<file path="config.mk">
export PLATFORM = sky130hd
export DESIGN_NAME = fetch_sequencer
export DESIGN_NICKNAME = d
export VERILOG_FILES = /design/src/rtl/fetch_sequencer.sv
export SDC_FILE = /design/constraint.sdc
export NUM_CORES = 1
export LEC_CHECK = 0
export ABC_CLOCK_PERIOD_IN_PS = 2900
export CAP_MARGIN = 20
export CORE_MARGIN = 2
export CORE_UTILIZATION = 45
export CTS_CLUSTER_SIZE = 20
export DETAILED_ROUTE_END_ITERATION = 10
export GPL_TIMING_DRIVEN = 0
export PLACE_DENSITY = 0.95
export SLEW_MARGIN = 20
export SYNTH_ARGS = -nofsm -noshare
export SYNTH_HDL_FRONTEND = slang
export SYNTH_SLANG_ARGS = --single-unit
</file>
<file path="constraint.sdc">
create_clock -name clk -period 2.9 [get_ports clk]
set_clock_uncertainty 0.15 [all_clocks]
set_input_delay 0.58 -clock clk [delete_from_list [all_inputs] [get_ports clk]]
set_output_delay 0.58 -clock clk [all_outputs]
set_load 0.05 [all_outputs]
</file>
<file path="src/rtl/fetch_sequencer.sv">
// fetch_sequencer: instruction-fetch FSM reading program memory at the PC, stepping/loading the PC, issuing to decode.
// Latency: 3 cycles per one-byte op and 5 per two-byte op with zero-wait memory; a redirect adds 1 REDIR cycle.
// Backpressure: instruction held in ISSUE while instr_ready is low; memory reads are held until mem_ack.
module fetch_sequencer #(
    parameter logic [7:0] LONG_OP_MASK = 8'h80
) (
    input  logic       clk,
    input  logic       reset,
    input  logic       run,
    input  logic [7:0] pc_in,
    output logic       inc_pr,
    output logic       load_ar_2_pr,
    output logic [7:0] data_on_pr,
    output logic       mem_rd,
    output logic [7:0] mem_addr,
    input  logic       mem_ack,
    input  logic [7:0] mem_data,
    input  logic       br_req,
    input  logic [7:0] br_addr,
    output logic       instr_valid,
    input  logic       instr_ready,
    output logic [7:0] opcode,
    output logic [7:0] operand,
    output logic [7:0] instr_pc
);

    typedef enum logic [2:0] {
        IDLE,
        OP_REQ,
        OP_INC,
        ARG_REQ,
        ARG_INC,
        ISSUE,
        REDIR
    } state_t;

    state_t     state;
    state_t     state_nxt;
    logic       br_pend;
    logic [7:0] br_target;
    logic       branch_pending;
    logic       long_op;

    // A redirect counts as pending in the very cycle br_req arrives, not only once registered.
    assign branch_pending = br_pend | br_req;
    assign long_op        = (opcode & LONG_OP_MASK) != 8'h00;

    // The read address is only meaningful while a read is outstanding.
    assign mem_addr = mem_rd ? pc_in : 8'h00;

    // State register.
    always_ff @(posedge clk or posedge reset) begin
        if (reset) begin
            state <= IDLE;
        end else begin
            state <= state_nxt;
        end
    end

    // Redirect bookkeeping: latest br_req wins, REDIR consumes whatever is pending.
    always_ff @(posedge clk or posedge reset) begin
        if (reset) begin
            br_pend   <= 1'b0;
            br_target <= 8'h00;
        end else begin
            if (br_req) begin
                br_target <= br_addr;
            end
            if (state == REDIR) begin
                br_pend <= 1'b0;
            end else if (br_req) begin
                br_pend <= 1'b1;
            end
        end
    end

    // Capture fetched bytes; a new opcode clears the operand so one-byte ops present 8'h00.
    always_ff @(posedge clk or posedge reset) begin
        if (reset) begin
            opcode   <= 8'h00;
            operand  <= 8'h00;
            instr_pc <= 8'h00;
        end else begin
            if (state == OP_REQ && mem_ack) begin
                opcode   <= mem_data;
                operand  <= 8'h00;
                instr_pc <= pc_in;
            end else if (state == ARG_REQ && mem_ack) begin
                operand <= mem_data;
            end
        end
    end

    // Next-state and per-state control pulses; branches are only taken at INC, ISSUE, IDLE.
    always_comb begin
        state_nxt    = state;
        inc_pr       = 1'b0;
        load_ar_2_pr = 1'b0;
        mem_rd       = 1'b0;
        instr_valid  = 1'b0;
        data_on_pr   = br_target;
        case (state)
            IDLE: begin
                if (branch_pending) begin
                    state_nxt = REDIR;
                end else if (run) begin
                    state_nxt = OP_REQ;
                end
            end
            OP_REQ: begin
                mem_rd = 1'b1;
                if (mem_ack) begin
                    state_nxt = OP_INC;
                end
            end
            OP_INC: begin
                inc_pr = 1'b1;
                if (branch_pending) begin
                    state_nxt = REDIR;
                end else if (long_op) begin
                    state_nxt = ARG_REQ;
                end else begin
                    state_nxt = ISSUE;
                end
            end
            ARG_REQ: begin
                mem_rd = 1'b1;
                if (mem_ack) begin
                    state_nxt = ARG_INC;
                end
            end
            ARG_INC: begin
                inc_pr = 1'b1;
                if (branch_pending) begin
                    state_nxt = REDIR;
                end else begin
                    state_nxt = ISSUE;
                end
            end
            ISSUE: begin
                // A registered redirect squashes the held instruction; a coincident one lets it go first.
                instr_valid = ~br_pend;
                if (br_pend) begin
                    state_nxt = REDIR;
                end else if (instr_ready) begin
                    if (br_req) begin
                        state_nxt = REDIR;
                    end else if (run) begin
                        state_nxt = OP_REQ;
                    end else begin
                        state_nxt = IDLE;
                    end
                end
            end
            REDIR: begin
                load_ar_2_pr = 1'b1;
                if (br_req) begin
                    data_on_pr = br_addr;
                end
                state_nxt = run ? OP_REQ : IDLE;
            end
            default: begin
                state_nxt = IDLE;
            end
        endcase
    end

endmodule
</file>
==> impl_metrics.csv, run 1 <==
group,metric,value,unit
run_status,run_status,"complete, no violations",
final_layout,drive_gt1_share,23.33,%
logic_synthesis,synth_enable_flop_cells,0,
timing,post-route-min-period,2.822,ns
worst_setup_path,critical_path.max_stage_delay,0.80,ns
worst_setup_path,worst_path_class_setup,"reg -> out",
clock_tree,clockBufferDepth,2,
final_layout,layout.core_utilization,71.00,%
logic_synthesis,synth_area_leaders,"dfrtp_1, mux2_2, nand2_1",
worst_setup_path,crit_arrival,2.09,ns
logic_synthesis,ys.warnings.count,0,
power,power.density,1243,nW/um2
logic_synthesis,synth_top_area_share,51.80,%
die,total_die_area,4378,um2
power,reg_power_share,24.6,%
logic_synthesis,synth_top_cells_by_count,"nand2_1, dfrtp_1, mux2_2, mux2_4, o21ai_0",
placed_design,pre_cts_ws,-0.01671,ns
clock_tree,worst_skew_pair.late_latency,0.28,ns
logic_synthesis,synth.avg_cell_area,11.01,um2
power,p_clk_share,11.7,%
final_layout,antenna-diode-count,0,
logic_synthesis,synth.net_count,188,
job,maxcap_violations,0,
placed_design,placement.io_buffers,72,
worst_hold_path,hold_path_class,"reg -> reg",
detailed_routing,drc,0,
logic_synthesis,synth.yosys.seq_area_share,51.80,%
global_routing,grt_start_max_net_pins,37,
global_routing,first_pass_grt_wire_length,6541,um
logic_synthesis,netlist-cell-type-count,31,
final_layout,syn_to_final_growth,50.58,%
global_routing,globalRouteOverflowTotal,0,
placed_design,gp_routability_congestion,0.7265,
detailed_routing,routed_wirelength,4027,um
clock_tree,cts_tree,"built",
timing,setup_viol,0,
final_layout,nNetsFinal,269,
placed_design,dpl.hpwl,2938,um
power,netSwitchingPower,1.638,mW
detailed_routing,route.vias.total,1459,
worst_setup_path,path_cells,"buf_2 > nor2b_1 > and3b_1 > clkdlybuf4s50_1",
die,fp.coreArea,3689,um2
worst_setup_path,critical_path_required,2.17,ns
clock_tree,clk_pin_slew,0.08,ns
global_routing,grt_pass1_vias,1410,
timing,tightest_slew,0.7382,ns
die,num_rows,22,
timing,timing.fmax,0.3543,GHz
global_routing,antenna_violations_before_repair,0,
worst_setup_path,worstSetupEndpointType,"output port",
worst_setup_path,slowest_stage,"clkdlybuf4s50_1",
logic_synthesis,post-synth-top-count-cell,"nand2_1",
clock_tree,cts.sinks,36,
die,i_o_pin_total,74,
die,initial_core_util,47.15,%
timing,postLayoutSetupSlackWorst,0.07782,ns
timing,final_hold_viols,0,
worst_setup_path,worstPathBufferInverterCount,2,
logic_synthesis,synth-main-ff-cell,"dfrtp_1",
timing,worst_slew_margin_rel,50.71,%
worst_setup_path,critPathLaunchType,"flip-flop",
logic_synthesis,synth.ff_latch_count,36,
power,cellLeakagePower,1.222,nW
logic_synthesis,syn-instance-count,158,
die,floorplan.die.height,66.17,um
detailed_routing,antenna_violating_nets_post_route,0,
timing,rsz0062_at_grt,"false",
timing,maxSlewViolCount,0,
power,power.share.combinational,63.7,%
worst_setup_path,critical_path.top_delay_family,"buffers and inverters",
global_routing,total_grt_usage,19.99,%
power,power.share.switching,50.30,%
detailed_routing,detailedRoute.firstIterationViolations,83,
clock_tree,cts_root_buf,"clkbuf_8",
clock_tree,h-tree-depth,2,
clock_tree,cts_buffers,5,
power,ir_drop,0.0007424,V
die,die_width,66.17,um
logic_synthesis,ffs_w_async_s_r_synth,100.0,%
detailed_routing,routed_wire_length_per_instance,13.98,um
timing,share_of_the_clock_period_used_by_the_worst_path_after_layout,97.32,%
worst_setup_path,critical_path_peak_fanout,10,
detailed_routing,detail_route.vias_per_cell,5.066,
detailed_routing,number_of_detailed_route_iterations_in_the_first_pass,4,
logic_synthesis,netlist.top_cell.by_area,"dfrtp_1",
power,cellInternalPower,1.618,mW
logic_synthesis,post_synth_instance_area,1739,um2
worst_setup_path,timing.reg2reg.setup_slack,1.16,ns
==> power by group through the flow <==
stage,Clock [mW],Sequential [mW],Combinational [mW]
6_report,0.379,0.802,2.07
4_1_cts,0.384,0.803,2.07
3_3_place_gp,0,0.799,2.07
2_1_floorplan,0,1.34,0.902
3_5_place_dp,0,0.813,2.10
5_1_grt,0.413,0.824,2.18
==> per-stage QoR <==
step / std cells / hold slack (ns) / cell area, um2 / setup TNS [ns] / total power [mW]
after floorplan: 158 / 0.3472 / 1739 / 0 / 2.244
after global placement: 278 / 0.3131 / 2520 / -0.003028 / 2.869
after detailed placement: 278 / 0.3206 / 2520 / -0.01788 / 2.913
after CTS: 286 / 0.3377 / 2613 / 0 / 3.257
after global routing: 288 / 0.3561 / 2619 / 0 / 3.421
final: 288 / 0.3340 / 2619 / 0 / 3.255
==> registers in the layout, summed over array words and instances (netlist names) <==
register / count
br_target: 8
instr_pc: 8
opcode: 8
operand: 8
state: 3
br_pend: 1
==> cell type report <==
cell class | count | area [um2]
tap | 48 | 60.06
clock inverter | 2 | 13.76
multi-input combinational | 111 | 765.7
inverter | 3 | 13.76
buffer | 8 | 58.81
fill | 281 | 1070
clock buffer | 6 | 82.58
sequential | 36 | 900.9
timing repair buffer | 74 | 723.2
==> cells in the final DEF, fill, tap and decap left out, types with 2 or more instances in the layout <==
cell type / count
nor2b_1: 2
and3b_1: 2
clkbuf_8: 6
dfrtp_1: 36
a31oi_1: 2
nor3_1: 2
nand3b_1: 2
nand2_1: 42
clkdlybuf4s15_2: 7
o21ai_0: 10
buf_2: 4
dlygate4sd2_1: 9
buf_4: 2
mux2_2: 14
clkbuf_2: 2
mux2_4: 10
clkdlybuf4s50_1: 54
inv_2: 2
nor2_1: 4
a21oi_1: 2
and2_1: 8
clkbuf_1: 2
==> metal layers <==
layer / global-route usage, % / share of wire [%] / wire, um
met1: 25.41 / 43 / 1724
met2: 32.63 / 48 / 1947
met3: 6.303 / 6.9 / 279
met4: 5.867 / 1.9 / 75
met5: 0 / 0 / 0
==> cell families after synthesis <==
kind of cell | count (synthesis) | synth area share (%)
and+or+nand+nor | 69 | 20.29
AOI/OAI and AO/OA | 18 | 6.043
DFF | 36 | 51.80
muxes | 24 | 17.70
buffers and inverters | 11 | 4.173
==> worst reg2reg max path, delay by kind of cell, from the launching register on <==
kind                   cells  cell delay (ns)
and+or+nand+nor            3             0.42
DFF                        1             0.37
buffers and inverters      3             0.37
muxes                      1             0.31
==> worst paths after layout <==
kind | start | endpoint | cells past startpoint
hold / removal | operand[2]$_DFFE_PP0P_ | operand[2]$_DFFE_PP0P_ | 2
max in group asynchronous | reset | operand[2]$_DFFE_PP0P_ | 2
setup reg to reg | state[2]$_DFFE_PP0P_ | opcode[4]$_DFFE_PP0P_ | 7
min in group asynchronous | reset | instr_pc[2]$_DFFE_PP0P_ | 2
setup / recovery | state[1]$_DFFE_PP0P_ | instr_valid | 4
hold reg to reg | operand[2]$_DFFE_PP0P_ | operand[2]$_DFFE_PP0P_ | 2
==> timing repair <==
action | in CTS | in global routing
cloned | 0 | 0
resized for setup | 33 | 3
setup buffers | 0 | 2
hold buffers | 0 | 0
setup endpoints to repair | 18 | 9
(Power assumes the default switching activity.)
==> run 2: changes to the inputs <==
--- a/config.mk
+++ b/config.mk
@@ -8,5 +8,5 @@
 export ABC_CLOCK_PERIOD_IN_PS = 2900
 export CAP_MARGIN = 20
-export CORE_MARGIN = 2
+export CORE_MARGIN = 1.5
 export CORE_UTILIZATION = 45
 export CTS_CLUSTER_SIZE = 20
@@ -14,4 +14,5 @@
 export GPL_TIMING_DRIVEN = 0
 export PLACE_DENSITY = 0.95
+export SETUP_SLACK_MARGIN = 0.3
 export SLEW_MARGIN = 20
 export SYNTH_ARGS = -nofsm -noshare
--- a/constraint.sdc
+++ b/constraint.sdc
@@ -3,3 +3,3 @@
 set_input_delay 0.58 -clock clk [delete_from_list [all_inputs] [get_ports clk]]
 set_output_delay 0.58 -clock clk [all_outputs]
-set_load 0.05 [all_outputs]
+set_load 0.01 [all_outputs]
==> impl_metrics.csv, run 2 (synthesis gave the netlist of run 1 again) <==
group,metric,value,unit
global_routing,globalRouteOverflowTotal,0,
power,power.density,953.1,nW/um2
worst_setup_path,worst_path_class_setup,"reg -> out",
die,i_o_pin_total,74,
placed_design,pre_cts_ws,0.2536,ns
detailed_routing,route.vias.total,1440,
final_layout,design_area,2656,um2
final_layout,drive_gt1_share,20.00,%
detailed_routing,routed_wirelength,4065,um
die,die_width,65.17,um
timing,share_of_the_clock_period_used_by_the_worst_path_after_layout,92.33,%
worst_setup_path,critical_path_required,2.17,ns
final_layout,mostFrequentLayoutCell,"clkdlybuf4s50_1",
timing,final_hold_viols,0,
final_layout,antenna-diode-count,0,
timing,postLayoutSetupSlackWorst,0.2224,ns
die,floorplan.die.height,65.17,um
timing,timing.fmax,0.3735,GHz
die,initial_core_util,47.15,%
die,total_die_area,4246,um2
timing,totalNegativeSetupSlack,0,ns
final_layout,final.fill_count,275,
power,ir_drop,0.0005893,V
clock_tree,clk_pin_slew,0.08,ns
run_status,run_status,"complete, no violations",
timing,rsz0062_at_grt,"true",
detailed_routing,number_of_detailed_route_iterations_in_the_first_pass,4,
worst_setup_path,timing.reg2reg.worst_path_depth,7,
placed_design,dpl.hpwl,2941,um
timing,setup_viol,0,
global_routing,antenna_violations_before_repair,0,
clock_tree,cts.sinks,36,
die,num_rows,22,
placed_design,dpl_cell_area,2520,um2
timing,maxSlewViolCount,0,
die,fp.coreArea,3689,um2
final_layout,final_cell_mix,"clkdlybuf4s50_1, nand2_1, dfrtp_1",
clock_tree,cts_tree,"built",
clock_tree,clockBufferDepth,2,
worst_setup_path,critPathLaunchType,"flip-flop",
timing,post-route-min-period,2.678,ns
detailed_routing,drc,0,
clock_tree,h-tree-depth,2,
detailed_routing,routed_wire_length_per_instance,14.11,um
power,post-layout-total-power,2.532,mW
power,cellLeakagePower,1.312,nW
global_routing,first_pass_grt_wire_length,6748,um
detailed_routing,detail_route.vias_per_cell,5.000,
placed_design,gp_routability_congestion,0.7722,
worst_setup_path,crit_arrival,1.95,ns
global_routing,total_grt_usage,21.04,%
worst_hold_path,timing.hold.worst_path_depth,2,
detailed_routing,detailedRoute.firstIterationViolations,69,
clock_tree,worst_skew_pair.late_latency,0.30,ns
timing,worst_slew_margin_rel,51.63,%
job,maxcap_violations,0,
placed_design,placement.io_buffers,72,
worst_hold_path,hold_path_class,"reg -> reg",
worst_setup_path,critical_path_peak_fanout,10,
worst_setup_path,worstSetupEndpointType,"output port",
global_routing,grt_pass1_vias,1482,
final_layout,syn_to_final_growth,52.73,%
global_routing,grt_start_max_net_pins,37,
clock_tree,cts_root_buf,"clkbuf_8",
clock_tree,cts_buffers,5,
timing,tightest_slew,0.7245,ns
clock_tree,cts_hold_buf,0,
final_layout,nNetsFinal,269,
detailed_routing,antenna_violating_nets_post_route,0,
[run 2: worst paths after layout]
path	startpoint	to	slack [ns]
max in group asynchronous	reset	br_target[1]$_DFF_PP0_	1.56
worst max register to register	state[2]$_DFFE_PP0P_	opcode[2]$_DFFE_PP0P_	1.16
worst min register to register	operand[1]$_DFFE_PP0P_	operand[1]$_DFFE_PP0P_	0.34
min in group asynchronous	reset	instr_pc[5]$_DFFE_PP0P_	0.57
worst max-delay path	state[0]$_DFFE_PP0P_	data_on_pr[6]	0.22
worst min-delay path	operand[1]$_DFFE_PP0P_	operand[1]$_DFFE_PP0P_	0.34
[run 2: area by class of cell]
type,count,area [um2],area share [%]
well taps,48,60.06,2.261
plain buffers,8,62.56,2.355
clock buffers,6,82.58,3.109
inverters,3,13.76,0.5181
clock inverters,2,15.01,0.5652
multi-input cells,111,765.7,28.83
repair buffers,74,755.7,28.45
flip-flops and latches,36,900.9,33.91
[run 2: report_power, final]
group,total [mW],leakage (nW),internal [mW],switching (mW)
Combinational,1.34,0.827,0.774,0.568
Clock,0.384,0.0434,0.192,0.192
Sequential,0.805,0.441,0.695,0.110
Total,2.53,1.31,1.66,0.870
[run 2: routing by layer]
layer  up-vias  global-route usage, %  share of wire (%)
met5         -                      0                  0
met4         0                  8.594                1.5
met3         6                  6.849                6.5
met2        50                  33.93                 51
met1       691                  26.07                 41
li1        693                      -                  -
[run 2: stage by stage]
stage | hold slack [ns] | utilization (%) | instances
after global routing | 0.3674 | 72.01 | 288
final | 0.3378 | 72.01 | 288
after detailed placement | 0.3255 | 68.32 | 278
after floorplan | 0.3472 | - | 158
after CTS | 0.3426 | 71.47 | 288
after global placement | 0.3129 | 68.32 | 278
[run 2: repair_timing]
| action | CTS | global route |
|---|---|---|
| endpoints found under the setup margin | 18 | 18 |
| gates resized for setup | 2 | 8 |
| setup buffers | 2 | 0 |
[run 2: worst max-delay path, cell delays in order, from the launching register on]
cell and delay [ns]:
dfrtp_1 0.41, buf_2 0.18, nand3b_1 0.20, inv_2 0.17
nand2_1 0.08, nand2_1 0.08, clkdlybuf4s50_1 0.54
